--- config.mk ---
export PLATFORM = sky130hd
export DESIGN_NAME = keyed_mux_lock_bank
export DESIGN_NICKNAME = d
export VERILOG_FILES = /design/src/rtl/lock_pkg.sv /design/src/rtl/keyed_mux_site.sv /design/src/rtl/keyed_mux_lock_bank.sv
export SDC_FILE = /design/constraint.sdc
export NUM_CORES = 1
export LEC_CHECK = 0
export BUFFER_PORTS_ARGS = -buffer_cell sky130_fd_sc_hd__buf_2
export CORE_MARGIN = 4
export CORE_UTILIZATION = 52
export DETAILED_ROUTE_END_ITERATION = 8
export PLACE_DENSITY_LB_ADDON = 0.05
export SKIP_LAST_GASP = 1
export SYNTH_ARGS = -nofsm -noshare
export SYNTH_HDL_FRONTEND = slang
export SYNTH_SLANG_ARGS = --single-unit
--- constraint.sdc ---
create_clock -name clk -period 1.8 [get_ports clk]
set_input_delay 0.09 -clock clk [delete_from_list [all_inputs] [get_ports clk]]
set_output_delay 0.09 -clock clk [all_outputs]
set_load 0.01 [all_outputs]
--- src/rtl/lock_pkg.sv ---
// Shared types and sizing helpers for the keyed MUX lock bank.
package lock_pkg;

  typedef enum logic [1:0] {
    ST_IDLE  = 2'd0,
    ST_LOAD  = 2'd1,
    ST_ARMED = 2'd2,
    ST_ERR   = 2'd3
  } lock_state_e;

  function automatic int ncand(input int sel_w);
    return 1 << sel_w;
  endfunction

  function automatic int key_w(input int sites, input int sel_w);
    return sites * sel_w;
  endfunction

endpackage

--- src/rtl/keyed_mux_site.sv ---
// One lock site: combinational NCAND:1 selector driven by its slice of the active key.
module keyed_mux_site
  import lock_pkg::*;
#(
  parameter int SEL_W = 2
) (
  input  logic [SEL_W-1:0]            i_sel,
  input  logic [lock_pkg::ncand(SEL_W)-1:0] i_data,
  output logic                        o_out
);

  assign o_out = i_data[i_sel];

endmodule

--- src/rtl/keyed_mux_lock_bank.sv ---
// Bank of key-selected lock muxes with serial shadow-key load and atomic commit.
// Optional even-parity key beat and ERR state enabled by defining KEY_PARITY_EN.
//
// state | meaning
// IDLE  | no key loaded since reset, active key is 0
// LOAD  | shifting serial key bits into the shadow register
// ARMED | active key committed, key_valid high
// ERR   | parity beat mismatched, active key cleared (KEY_PARITY_EN only)
module keyed_mux_lock_bank
  import lock_pkg::*;
#(
  parameter int NUM_SITES = 5,
  parameter int SEL_W     = 2
) (
  input  logic                                        clk,
  input  logic                                        rst,
  input  logic                                        key_start,
  input  logic                                        key_bit_valid,
  input  logic                                        key_bit,
  input  logic [NUM_SITES*lock_pkg::ncand(SEL_W)-1:0] cand_i,
  output logic [NUM_SITES-1:0]                        mux_o,
  output logic                                        key_valid,
  output logic                                        key_busy,
  output logic                                        key_err
);

  localparam int NCAND = ncand(SEL_W);
  localparam int KEY_W = key_w(NUM_SITES, SEL_W);
  localparam int CNT_W = $clog2(KEY_W + 1);

  localparam logic [1:0] S_IDLE  = 2'(ST_IDLE);
  localparam logic [1:0] S_LOAD  = 2'(ST_LOAD);
  localparam logic [1:0] S_ARMED = 2'(ST_ARMED);
`ifdef KEY_PARITY_EN
  localparam logic [1:0] S_ERR   = 2'(ST_ERR);
`endif

  logic [1:0]           r_state;
  logic [CNT_W-1:0]     r_cnt;
  logic [KEY_W-1:0]     r_shadow;
  logic [KEY_W-1:0]     r_active;
  logic [NUM_SITES-1:0] r_mux;
  logic                 r_valid;
  logic                 r_busy;
`ifdef KEY_PARITY_EN
  logic                 r_err;
`endif

  logic                 w_beat;
  logic [KEY_W-1:0]     w_shadow_wr;
  logic [NUM_SITES-1:0] w_sel_out;

  // A key_start in LOAD takes priority, so a coincident beat is dropped.
  assign w_beat = (r_state == S_LOAD) && key_bit_valid && !key_start;

  always_comb begin
    w_shadow_wr = r_shadow;
    for (int i = 0; i < KEY_W; i++) begin
      if (w_beat && (r_cnt == CNT_W'(i))) begin
        w_shadow_wr[i] = key_bit;
      end
    end
  end

  for (genvar s = 0; s < NUM_SITES; s++) begin : g_site
    keyed_mux_site #(
      .SEL_W (SEL_W)
    ) u_site (
      .i_sel  (r_active[s*SEL_W +: SEL_W]),
      .i_data (cand_i[s*NCAND +: NCAND]),
      .o_out  (w_sel_out[s])
    );
  end

  always_ff @(posedge clk) begin
    if (rst) begin
      r_state  <= S_IDLE;
      r_cnt    <= '0;
      r_shadow <= '0;
      r_active <= '0;
      r_mux    <= '0;
      r_valid  <= 1'b0;
      r_busy   <= 1'b0;
`ifdef KEY_PARITY_EN
      r_err    <= 1'b0;
`endif
    end else begin
      r_mux <= w_sel_out;
      case (r_state)
        S_LOAD: begin
          if (key_start) begin
            r_cnt    <= '0;
            r_shadow <= '0;
          end else if (key_bit_valid) begin
            r_shadow <= w_shadow_wr;
`ifdef KEY_PARITY_EN
            if (r_cnt == CNT_W'(KEY_W)) begin
              r_busy <= 1'b0;
              if ((^{r_shadow, key_bit}) == 1'b0) begin
                r_active <= r_shadow;
                r_valid  <= 1'b1;
                r_state  <= S_ARMED;
              end else begin
                r_active <= '0;
                r_valid  <= 1'b0;
                r_err    <= 1'b1;
                r_state  <= S_ERR;
              end
            end else begin
              r_cnt <= r_cnt + 1'b1;
            end
`else
            if (r_cnt == CNT_W'(KEY_W - 1)) begin
              r_active <= w_shadow_wr;
              r_valid  <= 1'b1;
              r_busy   <= 1'b0;
              r_state  <= S_ARMED;
            end else begin
              r_cnt <= r_cnt + 1'b1;
            end
`endif
          end
        end
        default: begin
          if (key_start) begin
            r_state  <= S_LOAD;
            r_cnt    <= '0;
            r_shadow <= '0;
            r_busy   <= 1'b1;
`ifdef KEY_PARITY_EN
            r_err    <= 1'b0;
`endif
          end
        end
      endcase
    end
  end

  assign mux_o     = r_mux;
  assign key_valid = r_valid;
  assign key_busy  = r_busy;
`ifdef KEY_PARITY_EN
  assign key_err   = r_err;
`else
  assign key_err   = 1'b0;
`endif

endmodule

* Yosys cells after proc, flatten, opt, wreduce, memory -nomap -nowiden *
Index checks and enable logic that the tools add are counted.

word-level totals
  logic and storage cells = 86
  input port bits = 25
  register bits after elaboration = 33

cells by class
  bitwise gates (word level) = 1
  order comparisons = 5
  $add $sub $neg = 1
  equal/unequal tests = 12
  reductions and logical operators = 21
  mux-type cells = 39

operators with widths
  kind                                                                    count
  10-bit 2-to-1 mux                                                       4
  1-bit 2-to-1 mux                                                        20
  4-bit 2-to-1 mux                                                        5
  4-bit by 3-bit equality test with 1-bit output (second input constant)  4
  2-bit by 3-bit < comparator with 1-bit output (second input constant)   5
  1-bit logical AND                                                       12
  1-bit binary-select mux with 2-bit select                               5
  2-bit 2-to-1 mux                                                        5
  4-bit by 2-bit equality test with 1-bit output (second input constant)  2
  4-bit equality test (second input constant)                             2
  4-bit AND reduction                                                     2
  2-bit nonzero test                                                      3
  4-bit by 1-bit adder with 4-bit output (second input constant)          1
  4-bit by 1-bit equality test with 1-bit output (second input constant)  1
  4-bit zero test                                                         1
  2-bit inequality test (second input constant)                           2
  3-bit AND reduction                                                     1
  2-bit by 1-bit equality test with 1-bit output (second input constant)  1
  2-bit AND reduction                                                     1
  1-bit zero test                                                         1
  1-bit inverter                                                          1

* Logic depth before layout (Yosys ltp) *
Gate-level depths: netlist of the first run.

  word-level depth = 8
  mapped depth = 7
  gate-level depth less buffers = 5

* Modules after synthesis *
Synthesis of the first run repeated with hierarchy kept, for this count alone.

unflattened totals
  cells, all modules = 147
  area total of the unflattened synthesis = 1390.1 µm²

by module, submodules not included
  module               sequential area each (µm²)  cells each  times used  area an instance (µm²)
  keyed_mux_lock_bank  620.6                       142         1           1277.5
  keyed_mux_site       0.0                         1           5           22.5

* Worst setup path before layout of the first run *
OpenSTA, ideal clock, no wires.

  path kind = register to register
  start point = register r_cnt[1]
  end point = register r_valid (netlist: key_valid)
  arrival time = 1263 ps
  cell stages (with the launch flop) = 8
  path slack = 409 ps
  clock period less this slack = 1391 ps
  setup time = 128 ps
  path through = dfxtp_1 -> inv_1 -> ha_1 -> and3b_1 -> buf_6 -> buf_2 -> a21oi_1 -> nor2_1

between the ends
  word-level cells in the longest chain between the ends = 2

ends and longest elaborated chain
  element                        line                        RTL
  start: declaration             keyed_mux_lock_bank.sv:39   logic [CNT_W-1:0] r_cnt;
  start signal: assignment       keyed_mux_lock_bank.sv:119  r_cnt <= r_cnt + 1'b1;
  4-bit equality test            keyed_mux_lock_bank.sv:113  if (r_cnt == CNT_W'(KEY_W - 1)) begin
  4-bit AND reduction (no line)  -
  end signal: assignment         keyed_mux_lock_bank.sv:82   r_valid <= 1'b0;
  end signal: assignment         keyed_mux_lock_bank.sv:115  r_valid <= 1'b1;
  end: declaration               keyed_mux_lock_bank.sv:43   logic r_valid;

Every way passes these cells.
A chain may end at the register's enable or synchronous reset.

* Worst setup path in the final report of the first run *
  start point = register r_cnt[1]
  end point = register r_active[5]

between the ends
  word-level cells in the longest chain between the ends = 3
  elaborated cells on any way between the ends = 5
  classes of those cells = eq/ne: 2; mux: 1; reduce/logical: 2

ends and longest elaborated chain
  element                                         line                        RTL
  4-bit by 3-bit equality test with 1-bit output  keyed_mux_lock_bank.sv:59   if (w_beat && (r_cnt == CNT_W'(i))) begin
  1-bit logical AND                               keyed_mux_lock_bank.sv:59
  1-bit 2-to-1 mux                                keyed_mux_lock_bank.sv:59
  end signal: assignment                          keyed_mux_lock_bank.sv:114  r_active <= w_shadow_wr;
  end: declaration                                keyed_mux_lock_bank.sv:41   logic [KEY_W-1:0] r_active;

Parallel ways exist; a longest one is shown, timed or not.

==> impl_metrics.json, run 1 <==
{
  "run_status": "complete, no violations",
  "clock-root-buffer": "sky130_fd_sc_hd__clkbuf_4",
  "maxSlewHeadroom": 0.644,
  "synth.cell_area_mm2": 0.00147,
  "slowest_delay_ps": 370,
  "drt-wirelength-per-cell_um": 14.6,
  "boundaryPins": 33,
  "grt_overflow": 0,
  "multiInputGateArea_um2": 779,
  "via_count": 1222,
  "power_density_mw_per_mm2": 705,
  "coreArea_mm2": 0.00259,
  "cts_tree": "built",
  "path_class": "reg2reg",
  "viasPerCell": 5.82,
  "fmax_ghz": 0.648,
  "hold_violations": 0,
  "numClockSinks": 31,
  "setup_viol": 0,
  "clk_path_buf_depth": 2,
  "syn_area_per_cell_um2": 9.91,
  "worst_path_max_fanout": 12,
  "die_area_mm2": 0.00373,
  "finish.net_count": 208,
  "sequential_cell_area_um2": 621,
  "initial_cell_density_of_the_core": 0.566,
  "timing.max_cap.violations": 0,
  "clk_transition_reported_paths_ps": 100,
  "cp-end-kind": "flop",
  "worstSetupStartpointType": "flop",
  "timing.rr.start": "r_cnt[1]",
  "antenna_violating_nets_post_route": 0,
  "grt_pass1_vias": 1213,
  "worstReg2RegEnd": "r_active[5]",
  "ff2ff_setup_slack_ps": 260,
  "fin_worst_hold_slack_ps": 31.7,
  "crit_slowest_cell": "sky130_fd_sc_hd__nand3b_1",
  "numCtsBuffers": 5,
  "vdd.ir_drop.worst_v": 0.000635,
  "report.final.slew_viol_count": 0,
  "htree_levels": 2,
  "grt_antenna_before_repair": 0,
  "dieHeight_um": 61.1,
  "holdCritPathClass": "in2reg",
  "synth_nets": 177,
  "antenna-diode-count": 0,
  "ff2ff_path_depth": 5,
  "finalWeightedCongestion": 0.745,
  "crit_end": "r_active[5]",
  "synth.lib_cells_used.distinct": 33,
  "grt_setup_unrepaired": "false",
  "area_delta_synth_final_pct": 14.4,
  "dr.pass1.iters": 4,
  "synth-seq-area-share": 0.423,
  "arrival_time_at_the_worst_endpoint_ps": 1770,
  "drt_drc_violations_left": 0,
  "ys_seq_elements": 31,
  "finalCritPeriodShare": 0.858,
  "most-common-layout-cells": "sky130_fd_sc_hd__buf_2, sky130_fd_sc_hd__dfxtp_1, sky130_fd_sc_hd__nand3_1",
  "finClkSkew_ps": 6.66,
  "hpwlAfterDp_mm": 2.26,
  "crit_start": "r_cnt[1]",
  "worst_skew_pair.late_latency_ps": 340,
  "synth.yosys.warnings": 0,
  "portBuffers": 31,
  "fp-row-count": 18,
  "share_of_cells_above_drive_strength_1": 0.289,
  "fin_crit_ps": 1540,
  "grt_start_max_net_pins": 17,
  "grt_pass1_wl_mm": 5.09,
  "critical_path.cell_chain": "inv_1, ha_1, nand3b_1, o21ai_0, a21oi_1",
  "final.setup.tns_ps": 0,
  "syn_inst": 148,
  "cp_data_required_time_ps": 2020,
  "power_leakage_nw": 0.699,
  "worstMarginPinSlew_ps": 533,
  "grt.total_usage": 0.185,
  "drt-total-wl_mm": 3.07,
  "die_boundary_width_um": 61.1,
  "fillers": 211,
  "drt_first_iter_violations": 37
}
## registers in the layout (all words and copies together), names as in the netlist
name	count
r_shadow	9
key_valid	1
r_state	2
mux_o	5
r_active	10
r_cnt	4
## power by group
group	switching, W	total, W	internal [W]
Combinational	0.0000498	0.0000976	0.0000478
Clock	0.000240	0.000385	0.000145
Sequential	0.00000615	0.000700	0.000694
## synth_stat cells, drive strengths merged
| master | count | area (µm²) |
|---|---|---|
| mux4 | 5 | 113 |
| nor2 | 2 | 7.51 |
| nand4b | 2 | 17.5 |
| o21a | 1 | 7.51 |
| nor4b | 2 | 30.0 |
| buf | 7 | 43.8 |
| or3 | 1 | 6.26 |
| ha | 4 | 50.1 |
| a21boi | 4 | 30.0 |
| clkbuf | 2 | 8.75 |
| nor3b | 1 | 7.51 |
| inv | 4 | 15.0 |
| nand3 | 20 | 105 |
| and3b | 2 | 17.5 |
| o21ai | 13 | 65.1 |
| nor2b | 1 | 6.26 |
| and4bb | 2 | 25.0 |
| nand4bb | 1 | 11.3 |
| a311oi | 1 | 8.76 |
| a21oi | 13 | 65.1 |
| mux2i | 10 | 100 |
| conb | 1 | 3.75 |
| nor3 | 1 | 5.00 |
| and2 | 5 | 31.3 |
| nand3b | 2 | 27.5 |
| nand2 | 10 | 37.5 |
| dfxtp | 31 | 621 |
## worst max-delay path, delay by kind of cell, from the launching register on
kind | cells | cell delay [ps]
AOI/OAI and AO/OA | 2 | 410
adders and majority gates | 1 | 210
buffers and inverters | 1 | 90
DFF | 1 | 360
and+or+nand+nor | 1 | 370
## how the worst min path moves through the flow
| stage | cells after the start | slack (ps) | start | to |
|---|---|---|---|---|
| global route | 3 | 40 | key_bit | r_shadow[8] |
| floorplan | 1 | 160 | rst | r_state[0] |
| finish | 3 | 30 | key_bit | r_active[9] |
| CTS | 3 | 20 | key_bit | r_shadow[8] |
| global placement | 2 | 330 | key_start | r_state[1] |
| detailed placement | 2 | 340 | key_start | r_state[1] |
## metal layers
layer  up-vias  share of wire  global-route usage
li1        598              -                   -
met1       591           0.45               0.214
met2        28           0.46               0.298
met3         5          0.068              0.0776
met4         0          0.012              0.0867
met5         -              0                   0
## cell families (layout without fill, tap and decap cells)
group	count (synthesis)	in the layout	share of synthesized area
AO/OA/AOI/OAI	32	32	0.120
buffers and inverters	13	45	0.0461
AND/OR/NAND/NOR	52	52	0.229
adder cells (fa/ha/maj)	4	4	0.0341
multiplexers	15	15	0.145
other	1	1	0.00256
flip-flops	31	31	0.423
## timing repair
action,in CTS,in global routing
gates resized for setup,0,1
hold buffers,1,0
endpoints found under the hold margin,1,0
setup endpoints to repair,0,1
buffers inserted,0,0
## per-stage QoR
stage | setup WS, ps | instance area, µm² | total power (W) | util | cells
2_1_floorplan | 409 | 1470 | 0.000767 | - | 148
3_3_place_gp | 247 | 1610 | 0.000807 | 0.623 | 201
3_5_place_dp | 111 | 1610 | 0.000811 | 0.623 | 201
4_1_cts | 89.1 | 1680 | 0.00120 | 0.647 | 210
5_1_grt | 84.5 | 1680 | 0.00125 | 0.648 | 210
6_report | 256 | 1680 | 0.00118 | 0.648 | 210
## final cells by class
type                            count  share of cell area
Multi-Input combinational cell    104               0.465
Sequential cell                    31               0.370
Timing Repair Buffer               33               0.103
Clock buffer                        5              0.0224
Tap cell                           30              0.0224
Clock inverter                      3             0.00895
Inverter                            4             0.00895
(Power assumes the default switching activity.)
==> run 2, diff against run 1 <==
- ABC_AREA: unset -> 1
- CORE_UTILIZATION: 52 -> 54
==> impl_metrics.json, run 2 <==
{
  "run_status": "complete, no violations",
  "drt_first_iter_violations": 47,
  "dieHeight_um": 63.0,
  "slowest_delay_ps": 370,
  "grt.total_usage": 0.177,
  "grt_setup_unrepaired": "false",
  "ff2ff_path_depth": 9,
  "share_of_cells_above_drive_strength_1": 0.183,
  "worstMarginPinSlew_ps": 533,
  "synthDominantAreaCellType": "sky130_fd_sc_hd__dfxtp_1",
  "path_class": "reg2reg",
  "portBuffers": 31,
  "netSwitchingFraction": 0.249,
  "timing.rr.start": "r_cnt[1]",
  "numClockSinks": 31,
  "ff2ff_setup_slack_ps": 310,
  "dr.pass1.iters": 4,
  "syn_area_per_cell_um2": 6.58,
  "arrival_time_at_the_worst_endpoint_ps": 1730,
  "cts_tree": "built",
  "finClkSkew_ps": 4.81,
  "largest_register_ff_count": 10,
  "drt_drc_violations_left": 0,
  "power_frac_clock": 0.333,
  "drt-total-wl_mm": 3.15,
  "critPathBufInv": 4,
  "grt_pass1_vias": 1358,
  "synth_top_cells_by_count": "sky130_fd_sc_hd__nand2_1, sky130_fd_sc_hd__nor2_1, sky130_fd_sc_hd__dfxtp_1",
  "holdCritPathClass": "in2reg",
  "layout_setup_ws_ps": 305,
  "grt_start_max_net_pins": 30,
  "synth.lib_cells_used.distinct": 21,
  "syn_inst": 248,
  "dpl_worst_slack_ps": 312,
  "cts_resized": 0,
  "report.final.slew_viol_count": 0,
  "antenna-diode-count": 0,
  "antenna_violating_nets_post_route": 0,
  "boundaryPins": 33,
  "hpwlAfterDp_mm": 2.26,
  "top_count_cell_post_synth": "sky130_fd_sc_hd__nand2_1",
  "hold_violations": 0,
  "worstSetupStartpointType": "flop",
  "postSynth.asyncResetShare": 0,
  "seqPwrFrac": 0.571,
  "finalCritPeriodShare": 0.830,
  "ys_seq_elements": 31,
  "htree_levels": 2,
  "yosysTopAreaCellShare": 0.380,
  "worstReg2RegEnd": "r_active[1]",
  "grt_overflow": 0,
  "post_cts.repair.setup_buffers": 0,
  "clk_transition_reported_paths_ps": 90,
  "timing.max_cap.violations": 0,
  "setup_viol": 0,
  "crit_slowest_cell": "sky130_fd_sc_hd__dfxtp_1",
  "cts-hold-fix-buffers": 0,
  "net-switching-power_w": 0.000306,
  "worst_skew_pair.late_latency_ps": 330,
  "synth.yosys.warnings": 0,
  "most-common-layout-cells": "sky130_fd_sc_hd__nand2_1, sky130_fd_sc_hd__nor2_1, sky130_fd_sc_hd__buf_2, sky130_fd_sc_hd__dfxtp_1, sky130_fd_sc_hd__inv_1",
  "vdd.ir_drop.worst_v": 0.000399,
  "critical_path.cell_chain": "inv_1, ha_1, nand3_2, inv_2, nand2_4, inv_2, nand3_1, nand2_1, inv_1",
  "synth.area.top_cells": "sky130_fd_sc_hd__dfxtp_1, sky130_fd_sc_hd__nand2_1, sky130_fd_sc_hd__nor2_1, sky130_fd_sc_hd__nand3_1, sky130_fd_sc_hd__inv_1",
  "mostFrequentLayoutCell": "sky130_fd_sc_hd__nand2_1",
  "dpl_cell_area_mm2": 0.00176,
  "viasPerCell": 4.80,
  "finish.net_count": 307,
  "worstHoldPathCells": 3,
  "fillers": 282,
  "grt_antenna_before_repair": 0,
  "synth-seq-area-share": 0.380,
  "coreArea_mm2": 0.00283,
  "cp_top_family": "buffers and inverters",
  "worst_path_max_fanout": 13,
  "final.setup.tns_ps": 0,
  "fmax_ghz": 0.669,
  "hold_start": "cand_i[7]",
  "power_density_mw_per_mm2": 678,
  "finalWeightedCongestion": 0.884,
  "p_int_w": 0.000923,
  "area_delta_synth_final_pct": 11.0,
  "fin_crit_ps": 1490,
  "synth.cell_area_mm2": 0.00163,
  "layout.cell_area.non_filler_mm2": 0.00181,
  "pwr-share-comb": 0.095,
  "multiInputGateArea_um2": 806,
  "dominantRegCellSynth": "sky130_fd_sc_hd__dfxtp_1",
  "clock-root-buffer": "sky130_fd_sc_hd__clkbuf_4",
  "die_area_mm2": 0.00396,
  "largest_register": "r_active",
  "numCtsBuffers": 5,
  "sequential_cell_area_um2": 621,
  "worst_hold_path.endpoint": "mux_o[1]",
  "die_boundary_width_um": 63.0,
  "synth_nets": 277,
  "cp-end-kind": "flop",
  "grt_pass1_wl_mm": 5.68,
  "cp_data_required_time_ps": 2030,
  "maxSlewHeadroom": 0.645,
  "power_leakage_nw": 0.903,
  "drt-wirelength-per-cell_um": 10.2,
  "via_count": 1484,
  "finish.utilization": 0.640,
  "fp-row-count": 19,
  "synth_enable_flop_cells": 0,
  "clk_path_buf_depth": 2,
  "initial_cell_density_of_the_core": 0.577
}
## run 2: changes by cell type in the layout (fill, tap and decap cells not counted), moves of 10 or more
cell                      before  now
sky130_fd_sc_hd__mux2i_1      10    0
sky130_fd_sc_hd__inv_1         4   28
sky130_fd_sc_hd__nand2_1      10   67
sky130_fd_sc_hd__nor2_1        2   43
## run 2: worst min-delay path, cell delays in order
cell and delay (ps):
sky130_fd_sc_hd__buf_2 70, sky130_fd_sc_hd__o21ai_0 60, sky130_fd_sc_hd__a21oi_1 110
## run 2: kinds of logic (layout without fill, tap and decap cells)
family / after synthesis / in the layout / synth area share
buffers and inverters: 42 / 72 / 0.126
adder cells (fa/ha/maj): 4 / 4 / 0.0307
flip-flops: 31 / 31 / 0.380
AO/OA/AOI/OAI: 30 / 30 / 0.0959
other: 1 / 1 / 0.00230
AND/OR/NAND/NOR: 140 / 140 / 0.365
## run 2: power by group through the flow
stage	clock network [W]	logic [W]	registers [W]
floorplan	0	0.0000727	0.000723
global placement	0	0.000116	0.000718
detailed placement	0	0.000117	0.000719
CTS	0.000423	0.000117	0.000703
global route	0.000459	0.000134	0.000705
finish	0.000410	0.000117	0.000702
## run 2: area by class of cell
| class | count | share of cell area |
|---|---|---|
| well taps | 31 | 0.0214 |
| multi-input cells | 175 | 0.445 |
| flip-flops and latches | 31 | 0.343 |
| inverters | 32 | 0.0663 |
| clock buffers | 6 | 0.0283 |
| repair buffers | 33 | 0.0939 |
| clock inverters | 1 | 0.00276 |
## run 2: layer usage
layer / part of all wire / vias up / GRT usage / routed length, µm
met5: 0 / - / 0 / 0
met4: 0.011 / 0 / 0.0523 / 35
met3: 0.074 / 5 / 0.0647 / 234
met2: 0.43 / 36 / 0.290 / 1350
met1: 0.48 / 622 / 0.215 / 1520
li1: - / 821 / - / -
## run 2: how the worst max path moves through the flow
stage          slack (ps)  startpoint  cells after the start          end
2_1_floorplan         540    r_cnt[1]                      9    key_valid
3_3_place_gp          350    r_cnt[1]                      9  r_active[2]
3_5_place_dp          310    r_cnt[1]                      9  r_active[1]
4_1_cts               290    r_cnt[1]                      9  r_active[1]
5_1_grt                80    r_cnt[1]                      9  r_active[7]
6_report              310    r_cnt[1]                      9  r_active[1]
## run 2: per-stage QoR
step / hold slack, ps / cells / power [W]
CTS: 25.3 / 309 / 0.00124
global route: 43.2 / 309 / 0.00130
finish: 33.4 / 309 / 0.00123
detailed placement: 370 / 302 / 0.000835
global placement: 373 / 302 / 0.000834
floorplan: 238 / 248 / 0.000795
